--- config.mk ---
export PLATFORM = sky130hd
export DESIGN_NAME = hazard_stall_ctrl
export DESIGN_NICKNAME = d
export VERILOG_FILES = /design/src/rtl/hazard_pkg.sv /design/src/rtl/md_busy_timer.sv /design/src/rtl/hazard_stall_ctrl.sv
export SDC_FILE = /design/constraint.sdc
export NUM_CORES = 1
export LEC_CHECK = 0
export CORE_MARGIN = 1.5
export CORE_UTILIZATION = 41
export DETAILED_ROUTE_END_ITERATION = 8
export GPL_ROUTABILITY_DRIVEN = 1
export MAX_ROUTING_LAYER = met4
export PLACE_DENSITY = 0.8
export SYNTH_ARGS = -nofsm -noshare
export SYNTH_HDL_FRONTEND = slang
export SYNTH_SLANG_ARGS = --single-unit
export TNS_END_PERCENT = 20
--- constraint.sdc ---
create_clock -name clk -period 3.1 [get_ports clk]
set_clock_uncertainty 0.1 [all_clocks]
set_input_delay 0.31 -clock clk [delete_from_list [all_inputs] [get_ports clk]]
set_output_delay 0.31 -clock clk [all_outputs]
set_load 0.01 [all_outputs]
--- src/rtl/hazard_pkg.sv ---
// Shared constants, MD timer state type and the RAW hazard helper for hazard_stall_ctrl.
// The optional HAZARD_PERF_CNT_EN feature lives entirely in the top-level module.
package hazard_pkg;

  localparam int T_WIDTH         = 2;
  localparam int CNT_WIDTH       = 4;
  localparam int MULT_CYCLES_DEF = 5;
  localparam int DIV_CYCLES_DEF  = 10;

  localparam logic [T_WIDTH-1:0] TUSE_NONE = 2'd3;
  localparam logic [4:0]         REG_ZERO  = 5'd0;

  typedef enum logic {
    MD_IDLE,
    MD_BUSY
  } md_state_e;

  // A D-stage operand must wait when a producer will not have its value forwardable
  // by the time the operand is consumed (Tnew > Tuse).
  function automatic logic raw_hazard(
    input logic [4:0]         addr,
    input logic [T_WIDTH-1:0] tuse,
    input logic [4:0]         e_wa,
    input logic [T_WIDTH-1:0] e_tnew,
    input logic [4:0]         m_wa,
    input logic [T_WIDTH-1:0] m_tnew
  );
    return (addr != REG_ZERO) && (tuse != TUSE_NONE) &&
           (((e_wa == addr) && (e_tnew > tuse)) ||
            ((m_wa == addr) && (m_tnew > tuse)));
  endfunction

endpackage

--- src/rtl/md_busy_timer.sv ---
// Mult/div busy timer: loads the operation latency on a start pulse and reports
// busy for that many cycles, followed by a one-cycle done pulse.
module md_busy_timer
  import hazard_pkg::*;
#(
  parameter int MULT_CYCLES = MULT_CYCLES_DEF,
  parameter int DIV_CYCLES  = DIV_CYCLES_DEF
) (
  input  logic clk,
  input  logic reset,
  input  logic start,
  input  logic is_div,
  output logic md_busy,
  output logic md_done
);

  md_state_e            state;
  logic [CNT_WIDTH-1:0] cnt;

  // A start while busy is dropped; the running count is never restarted.
  always_ff @(posedge clk) begin
    if (reset) begin
      state   <= MD_IDLE;
      cnt     <= '0;
      md_busy <= 1'b0;
      md_done <= 1'b0;
    end else begin
      md_done <= 1'b0;
      case (state)
        MD_IDLE: begin
          if (start) begin
            cnt     <= is_div ? CNT_WIDTH'(DIV_CYCLES) : CNT_WIDTH'(MULT_CYCLES);
            state   <= MD_BUSY;
            md_busy <= 1'b1;
          end
        end
        MD_BUSY: begin
          if (cnt == CNT_WIDTH'(1)) begin
            cnt     <= '0;
            state   <= MD_IDLE;
            md_busy <= 1'b0;
            md_done <= 1'b1;
          end else begin
            cnt <= cnt - CNT_WIDTH'(1);
          end
        end
        default: begin
          state   <= MD_IDLE;
          md_busy <= 1'b0;
        end
      endcase
    end
  end

  // A second mult/div reaching E while the unit is busy means the pipeline failed to stall it.
  a_no_start_while_busy: assert property (@(posedge clk) disable iff (reset)
    !((state == MD_BUSY) && start))
    else $error("md_busy_timer: e_md_start while busy");

endmodule

--- src/rtl/hazard_stall_ctrl.sv ---
// Central hazard scheduler: Tuse/Tnew RAW stalls, mult/div busy stalls, PC/FD/DE control.
// Define HAZARD_PERF_CNT_EN to add the stall_cycles / md_stall_cycles performance counters.
module hazard_stall_ctrl
  import hazard_pkg::*;
#(
  parameter int MULT_CYCLES = MULT_CYCLES_DEF,
  parameter int DIV_CYCLES  = DIV_CYCLES_DEF
) (
  input  logic               clk,
  input  logic               reset,
  input  logic [4:0]         d_rs_addr,
  input  logic [4:0]         d_rt_addr,
  input  logic [T_WIDTH-1:0] d_rs_tuse,
  input  logic [T_WIDTH-1:0] d_rt_tuse,
  input  logic               d_is_md,
  input  logic [4:0]         e_wa,
  input  logic [T_WIDTH-1:0] e_tnew,
  input  logic [4:0]         m_wa,
  input  logic [T_WIDTH-1:0] m_tnew,
  input  logic               e_md_start,
  input  logic               e_md_is_div,
  output logic               stall,
  output logic               pc_en,
  output logic               fd_en,
  output logic               de_clr,
  output logic               md_busy,
  output logic               md_done
`ifdef HAZARD_PERF_CNT_EN
  ,
  output logic [31:0]        stall_cycles,
  output logic [31:0]        md_stall_cycles
`endif
);

  logic rs_stall;
  logic rt_stall;
  logic md_stall;

  md_busy_timer #(
    .MULT_CYCLES(MULT_CYCLES),
    .DIV_CYCLES (DIV_CYCLES)
  ) u_md_timer (
    .clk    (clk),
    .reset  (reset),
    .start  (e_md_start),
    .is_div (e_md_is_div),
    .md_busy(md_busy),
    .md_done(md_done)
  );

  // The start pulse counts as busy so an mfhi/mflo right behind a mult/div is held at once.
  always_comb begin
    rs_stall = raw_hazard(d_rs_addr, d_rs_tuse, e_wa, e_tnew, m_wa, m_tnew);
    rt_stall = raw_hazard(d_rt_addr, d_rt_tuse, e_wa, e_tnew, m_wa, m_tnew);
    md_stall = d_is_md && (md_busy || e_md_start);
    stall    = !reset && (rs_stall || rt_stall || md_stall);
    pc_en    = !stall;
    fd_en    = !stall;
    de_clr   = stall;
  end

`ifdef HAZARD_PERF_CNT_EN
  // Saturating event counters; they hold at all-ones rather than wrapping.
  always_ff @(posedge clk) begin
    if (reset) begin
      stall_cycles    <= '0;
      md_stall_cycles <= '0;
    end else begin
      if (stall && (stall_cycles != '1)) begin
        stall_cycles <= stall_cycles + 32'd1;
      end
      if (md_stall && (md_stall_cycles != '1)) begin
        md_stall_cycles <= md_stall_cycles + 32'd1;
      end
    end
  end
`else
  // Without the counters md_stall only feeds the stall output above.
`endif

endmodule

==> flow_summary_export.csv, run 1 <==
group,metric,value,unit
synth,synth_fp_nets,150,
floorplan,pin_count,39,
layout,instances_no_fill,171,
floorplan,die_h,47.74,µm
timing,rsz0062_at_grt,"no",
floorplan,fp.dieArea,2279,µm²
detailed_routing,vias,873,
detailed_routing,drc,0,
min_path,hp-class,"register to register",
layout,layout_common_cells,"clkdlybuf4s50_1 (38), xnor2_1 (12), inv_1 (11)",
cts,cts_root_buf,"clkbuf_4",
setup_path,arrival,2.52,ns
cts,tritoncts,"done",
detailed_routing,wire_per_inst,12.51,µm
cts,clk_pin_slew_worst_paths,0.05,ns
synth,synth_edf_count,0,
layout,drive_above_1_share,4.167,%
detailed_routing,wl,2.140,mm
cts,cts-buffers-inserted,3,
global_route,grt_overflow,0,
floorplan,start_util,42.71,%
timing,fin_tns_setup,0,ns
pwr,swShare,31.75,%
synth,syn_avg_cell_area,7.671,µm²
pwr,peakVddDrop,0.0002549,V
cts,clock-sinks,7,
synth,synthCells,107,
placement,portBuffers,38,
setup_path,crit_path_max_incr_delay,0.50,ns
flow_run,max_cap_violations,0,
layout,multi_input_area,619.3,µm²
layout,n_fill_cell,187,
timing,fin_crit,2.928,ns
cts,cts_setup_buffers,0,
pwr,p_seq_share,31.1,%
pwr,powerDensity,278.9,nW/µm²
layout,n_antenna_cell,0,
timing,final_hold_viol_count,0,
setup_path,crit_type,"input pin to output pin",
layout,nets,188,
layout,regArea,140.1,µm²
floorplan,die_x,47.74,µm
global_route,grt_max_degree,13,
synth,synthFlopType,"dfxtp_1",
setup_path,startpoint_type,"input pin",
floorplan,row_count,16,
layout,area_delta_synth_final,51.22,%
global_route,grt_pass1_wl,3.118,mm
placement,placed_cells,167,
pwr,leakagePower,0.4965,nW
pwr,power.share.clock,24.0,%
global_route,antenna_found_initial,0,
synth,synth-seq-cells,7,
placement,gp_congestion,0.8911,
cts,insertion_delay,0.26,ns
setup_path,crit_top_cell,"clkdlybuf4s50_1",
setup_path,setup.worst_path.end_class,"output pin",
placement,dp_hpwl,1.818,mm
synth,async_flop_share,0,%
synth,yosysWarnings,0,
layout,final_common_cell,"clkdlybuf4s50_1",
synth,seq_area_frac_synth,17.07,%
detailed_routing,first_pass_iters,4,
setup_path,worstPathMaxFanout,2,
synth,synth.cell_area,820.8,µm²
pwr,p_switching,0.0001099,W
cts,cts_hold_buffers,0,
synth,synth_cell_type_count,27,
global_route,grt_pass1_vias,831,
timing,worstMarginPinSlew,0.3704,ns
pwr,p_comb_share,44.9,%
timing,setup_viol,0,
detailed_routing,vias_per_cell,5.105,
timing,fmax,341.5,MHz
detailed_routing,ant_nets,0,
floorplan,core_area,1922,µm²
detailed_routing,initialDrtViolationCount,8,
pwr,power.internal,0.0002362,W
outcome,status,"completed",
setup_path,crit_chain,"clkdlybuf4s50_1, inv_1, ha_1, nand2_1, nand4_1, nor4_2, o21ai_1, and3_1, clkdlybuf4s50_1",
setup_path,crit_slowest_cell,"clkdlybuf4s50_1",
placement,dpl_cell_area,1209,µm²
cts,htreeDepth,1,
timing,slew_headroom,75.27,%
timing,fin_crit_sh,94.46,%
cts,clk_path_buf_depth,2,
global_route,track_usage,20.35,%
timing,drv_slew,0,
setup_path,critPathRequiredTime,2.69,ns
layout,fin_area,1241,µm²
-- worst max-delay path, delay by kind of cell --
kind	cells	cell delay [ns]
AOI/OAI and AO/OA	1	0.13
buffers and inverters	3	1.06
and+or+nand+nor	4	0.71
adders and majority gates	1	0.31
-- state kept, by name (all words and copies together) (netlist names) --
| signal | cells |
|---|---|
| u_md_timer.md_done | 1 |
| u_md_timer.md_busy | 1 |
| u_md_timer.state | 1 |
| u_md_timer.cnt | 4 |
-- cells by family (layout without fill, tap and decap cells) --
family	after synthesis	count (layout)	share of synthesized area, %
adders and majority gates	10	10	15.24
DFF	7	7	17.07
xor gates and xnor gates	20	20	21.34
and+or+nand+nor	33	33	21.04
buffers and inverters	16	53	8.231
AOI/OAI and AO/OA	21	21	17.07
-- per-layer routing --
layer / part of all wire (%) / track usage (%) / vias to the layer above
met5: 0 / - / -
met3: 6.4 / 3.396 / 6
met1: 36 / 17.16 / 390
met4: 2.3 / 14.59 / 0
met2: 55 / 38.93 / 31
li1: - / - / 446
-- what timing repair did --
| action | 4_1_cts | 5_1_grt |
|---|---|---|
| endpoints found under the setup margin | 0 | 4 |
| resized for setup | 0 | 1 |
| hold endpoints to repair | 0 | 0 |
-- stage by stage --
| step | power (W) | util, % | setup WS (ns) | hold slack (ns) |
|---|---|---|---|---|
| 6_report | 0.0003461 | 64.58 | 0.1717 | 0.4335 |
| 3_3_place_gp | 0.0002596 | 62.89 | 0.1186 | 0.4034 |
| 4_1_cts | 0.0003484 | 64.26 | 0.09202 | 0.4494 |
| 2_1_floorplan | 0.0001887 | - | 1.167 | 0.4110 |
| 5_1_grt | 0.0003715 | 64.58 | 0.02856 | 0.4956 |
| 3_5_place_dp | 0.0002633 | 62.89 | 0.1066 | 0.4361 |
-- final cells by class --
cell class | instances | area share (%)
well taps | 27 | 2.722
inverters | 11 | 3.327
multi-input cells | 84 | 49.90
flip-flops and latches | 7 | 11.29
repair buffers | 38 | 30.65
clock buffers | 4 | 2.117
-- Yosys cell counts (all sizes together), types with 2 or more instances --
cell,n,area share [%]
xnor2,12,13
inv,11,5.0
ha,10,15
a21oi,9,5.5
nor2,8,3.7
xor2,8,8.5
dfxtp,7,17
nand2,5,2.3
nor3,5,3.7
a211oi,4,3.7
nand4,4,3.0
nor4,4,3.0
clkbuf,3,1.4
nor2b,3,2.3
o21ai,3,1.8
a221oi,2,2.9
buf,2,1.8
-- power by group through the flow --
stage,clock network [W],registers (W),logic (W)
floorplan,0,0.000106,0.0000825
global placement,0,0.000109,0.000151
detailed placement,0,0.000110,0.000154
finish,0.0000831,0.000108,0.000155
global route,0.0000908,0.000110,0.000171
CTS,0.0000856,0.000108,0.000155
-- path summary, 6_finish.rpt --
path	from	end	slack (ns)	cells past startpoint
min reg2reg	u_md_timer.md_busy	u_md_timer.md_busy	0.43	2
max reg2reg	u_md_timer.cnt[1]	u_md_timer.md_busy	1.64	6
min	u_md_timer.md_busy	u_md_timer.md_busy	0.43	2
max	d_rs_tuse[1]	pc_en	0.17	9
Power figures use the tool's default switching activity.
==> inputs of run 2 (changes only) <==
--- a/config.mk
+++ b/config.mk
@@ -5,12 +5,15 @@
 export SDC_FILE = /design/constraint.sdc
 export NUM_CORES = 1
 export LEC_CHECK = 0
+export CELL_PAD_IN_SITES_DETAIL_PLACEMENT = 1
+export CELL_PAD_IN_SITES_GLOBAL_PLACEMENT = 1
+export CORE_ASPECT_RATIO = 0.6
 export CORE_MARGIN = 1.5
-export CORE_UTILIZATION = 41
+export CORE_UTILIZATION = 30
 export DETAILED_ROUTE_END_ITERATION = 8
-export GPL_ROUTABILITY_DRIVEN = 1
+export GPL_ROUTABILITY_DRIVEN = 0
 export MAX_ROUTING_LAYER = met4
-export PLACE_DENSITY = 0.8
+export PLACE_DENSITY_LB_ADDON = 0.1
 export SYNTH_ARGS = -nofsm -noshare
 export SYNTH_HDL_FRONTEND = slang
 export SYNTH_SLANG_ARGS = --single-unit
==> run 2 against run 1 <==
  * Largest cell class unchanged
  * Final cell count is 2.9% higher
  * Core utilization shrank 15 points
  * First-iteration DRC count increased to 5.1 times the previous value
  * Register-to-register slack lost 0.06 ns
  * Highest routed layer is now met3
  * Global-route usage is 1.9 points lower
==> flow_summary_export.csv, run 2 (synthesized netlist as in run 1, its figures left out) <==
group,metric,value,unit
outcome,status,"completed",
timing,final_hold_viol_count,0,
layout,area_delta_synth_final,53.51,%
setup_path,crit_top_cell,"clkdlybuf4s50_1",
cts,clock-sinks,7,
layout,layout_common_cells,"clkdlybuf4s50_1 (38), xnor2_1 (12), inv_1 (11)",
cts,cts_root_buf,"clkbuf_8",
placement,pre_cts_ws,0.1863,ns
layout,n_fill_cell,316,
floorplan,die_h,43.52,µm
pwr,leakagePower,0.5040,nW
detailed_routing,wl,2.547,mm
detailed_routing,wire_per_inst,14.47,µm
timing,rsz0062_at_grt,"no",
setup_path,crit_chain,"clkdlybuf4s50_1, inv_1, ha_1, nand2_1, nand4_1, nor4_1, o21ai_1, and3_1, clkdlybuf4s50_1",
timing,fin_crit_sh,93.87,%
global_route,met1_usage,26.93,%
layout,multi_input_area,613.1,µm²
cts,clk_pin_slew_worst_paths,0.04,ns
global_route,grt_overflow,0,
setup_path,startpoint_type,"input pin",
pwr,peakVddDrop,0.0001955,V
global_route,track_usage,18.47,%
detailed_routing,vias,882,
min_path,min_path_cells,2,
detailed_routing,drc,0,
timing,fmax,343.6,MHz
min_path,hp-class,"register to register",
cts,cts_resized,0,
setup_path,ff2ff_setup_slack,1.58,ns
timing,fin_crit,2.910,ns
setup_path,r2r_end,"u_md_timer.md_busy",
layout,drive_above_1_share,3.472,%
global_route,grt_pass1_vias,862,
timing,slew_headroom,73.46,%
timing,fin_tns_setup,0,ns
placement,dp_hpwl,2.275,mm
global_route,use_met2,25.85,%
setup_path,arrival,2.50,ns
setup_path,worstPathMaxFanout,2,
min_path,whs_endpoint,"u_md_timer.md_busy",
setup_path,worst_r2r_startpoint,"u_md_timer.cnt[1]",
global_route,antenna_found_initial,0,
cts,cts_setup_buffers,0,
detailed_routing,first_pass_iters,4,
timing,worstMarginPinSlew,0.3976,ns
layout,regArea,140.1,µm²
setup_path,cp_num_buf_inv,3,
layout,n_antenna_cell,0,
setup_path,critPathRequiredTime,2.69,ns
min_path,worstHoldStart,"u_md_timer.md_busy",
global_route,grt_pass1_wl,4.209,mm
detailed_routing,vias_per_cell,5.011,
placement,portBuffers,38,
floorplan,die_x,70.53,µm
setup_path,rr_worst_depth,6,
floorplan,fp.dieArea,3069,µm²
cts,cts-buffers-inserted,3,
layout,regMostFlops,"u_md_timer.cnt",
floorplan,row_count,14,
cts,htreeDepth,1,
floorplan,start_util,32.09,%
global_route,grt_max_degree,13,
setup_path,setup.worst_path.end_class,"output pin",
setup_path,crit_path_max_incr_delay,0.53,ns
detailed_routing,ant_nets,0,
setup_path,crit_type,"input pin to output pin",
cts,insertion_delay,0.23,ns
layout,largest_reg_flops,4,
floorplan,core_area,2557,µm²
global_route,met3_usage,5.116,%
cts,clk_path_buf_depth,2,
setup_path,crit_slowest_cell,"clkdlybuf4s50_1",
layout,nets,188,
detailed_routing,initialDrtViolationCount,41,
setup_path,cpLargestDelayFamily,"buffers and inverters",
global_route,top_usage_layer,"met1",
cts,cts_hold_buffers,0,
flow_run,max_cap_violations,0,
pwr,powerDensity,315.4,nW/µm²
timing,drv_slew,0,
floorplan,pin_count,39,
timing,layout_setup_ws,0.1900,ns
cts,tritoncts,"done",
layout,final_common_cell,"clkdlybuf4s50_1",
timing,setup_viol,0,
[run 2: worst max-delay path by stage]
stage / end / start / slack [ns] / cells past startpoint
finish: pc_en / d_rs_tuse[1] / 0.19 / 9
global route: pc_en / d_rs_tuse[1] / 0.04 / 9
CTS: pc_en / d_rs_tuse[1] / 0.18 / 9
detailed placement: pc_en / d_rs_tuse[1] / 0.19 / 9
global placement: fd_en / d_rs_tuse[1] / 0.20 / 9
floorplan: pc_en / d_rs_tuse[1] / 1.17 / 8
[run 2: layout make-up]
cell class,instances,share of cell area (%)
Sequential cell,7,11.12
Inverter,11,3.277
Timing Repair Buffer,38,30.19
Clock buffer,4,3.575
Multi-Input combinational cell,84,48.66
Tap cell,32,3.178
[run 2: per-layer routing]
layer	share of wire, %	vias to the layer above
li1	-	448
met1	50	402
met2	41	32
met3	8.6	0
met4	0	0
met5	0	-
[run 2: power by group]
group | switching [W] | leakage (nW) | internal, W | total [W]
registers | 0.0000102 | 0.0581 | 0.0000990 | 0.000109
clock network | 0.0000389 | 0.0228 | 0.0000889 | 0.000128
logic | 0.0000715 | 0.423 | 0.0000889 | 0.000160
[run 2: worst reg2reg max path, delay by kind of cell (launching register included)]
kind	cells	cell delay, ns
and+or+nand+nor	3	0.53
adders and majority gates	1	0.20
AOI/OAI and AO/OA	1	0.18
DFF	1	0.30
buffers and inverters	1	0.10
[run 2: metrics by stage]
| stage | instance area [µm²] | util, % | std cells | hold slack [ns] | power, W |
|---|---|---|---|---|---|
| 2_1_floorplan | 820.8 | - | 107 | 0.4110 | 0.0001887 |
| 3_5_place_dp | 1215 | 47.50 | 172 | 0.4259 | 0.0002708 |
| 5_1_grt | 1260 | 49.27 | 176 | 0.4640 | 0.0004271 |
| 6_report | 1260 | 49.27 | 176 | 0.4342 | 0.0003974 |
| 4_1_cts | 1260 | 49.27 | 176 | 0.4386 | 0.0004026 |
| 3_3_place_gp | 1215 | 47.50 | 172 | 0.4201 | 0.0002668 |
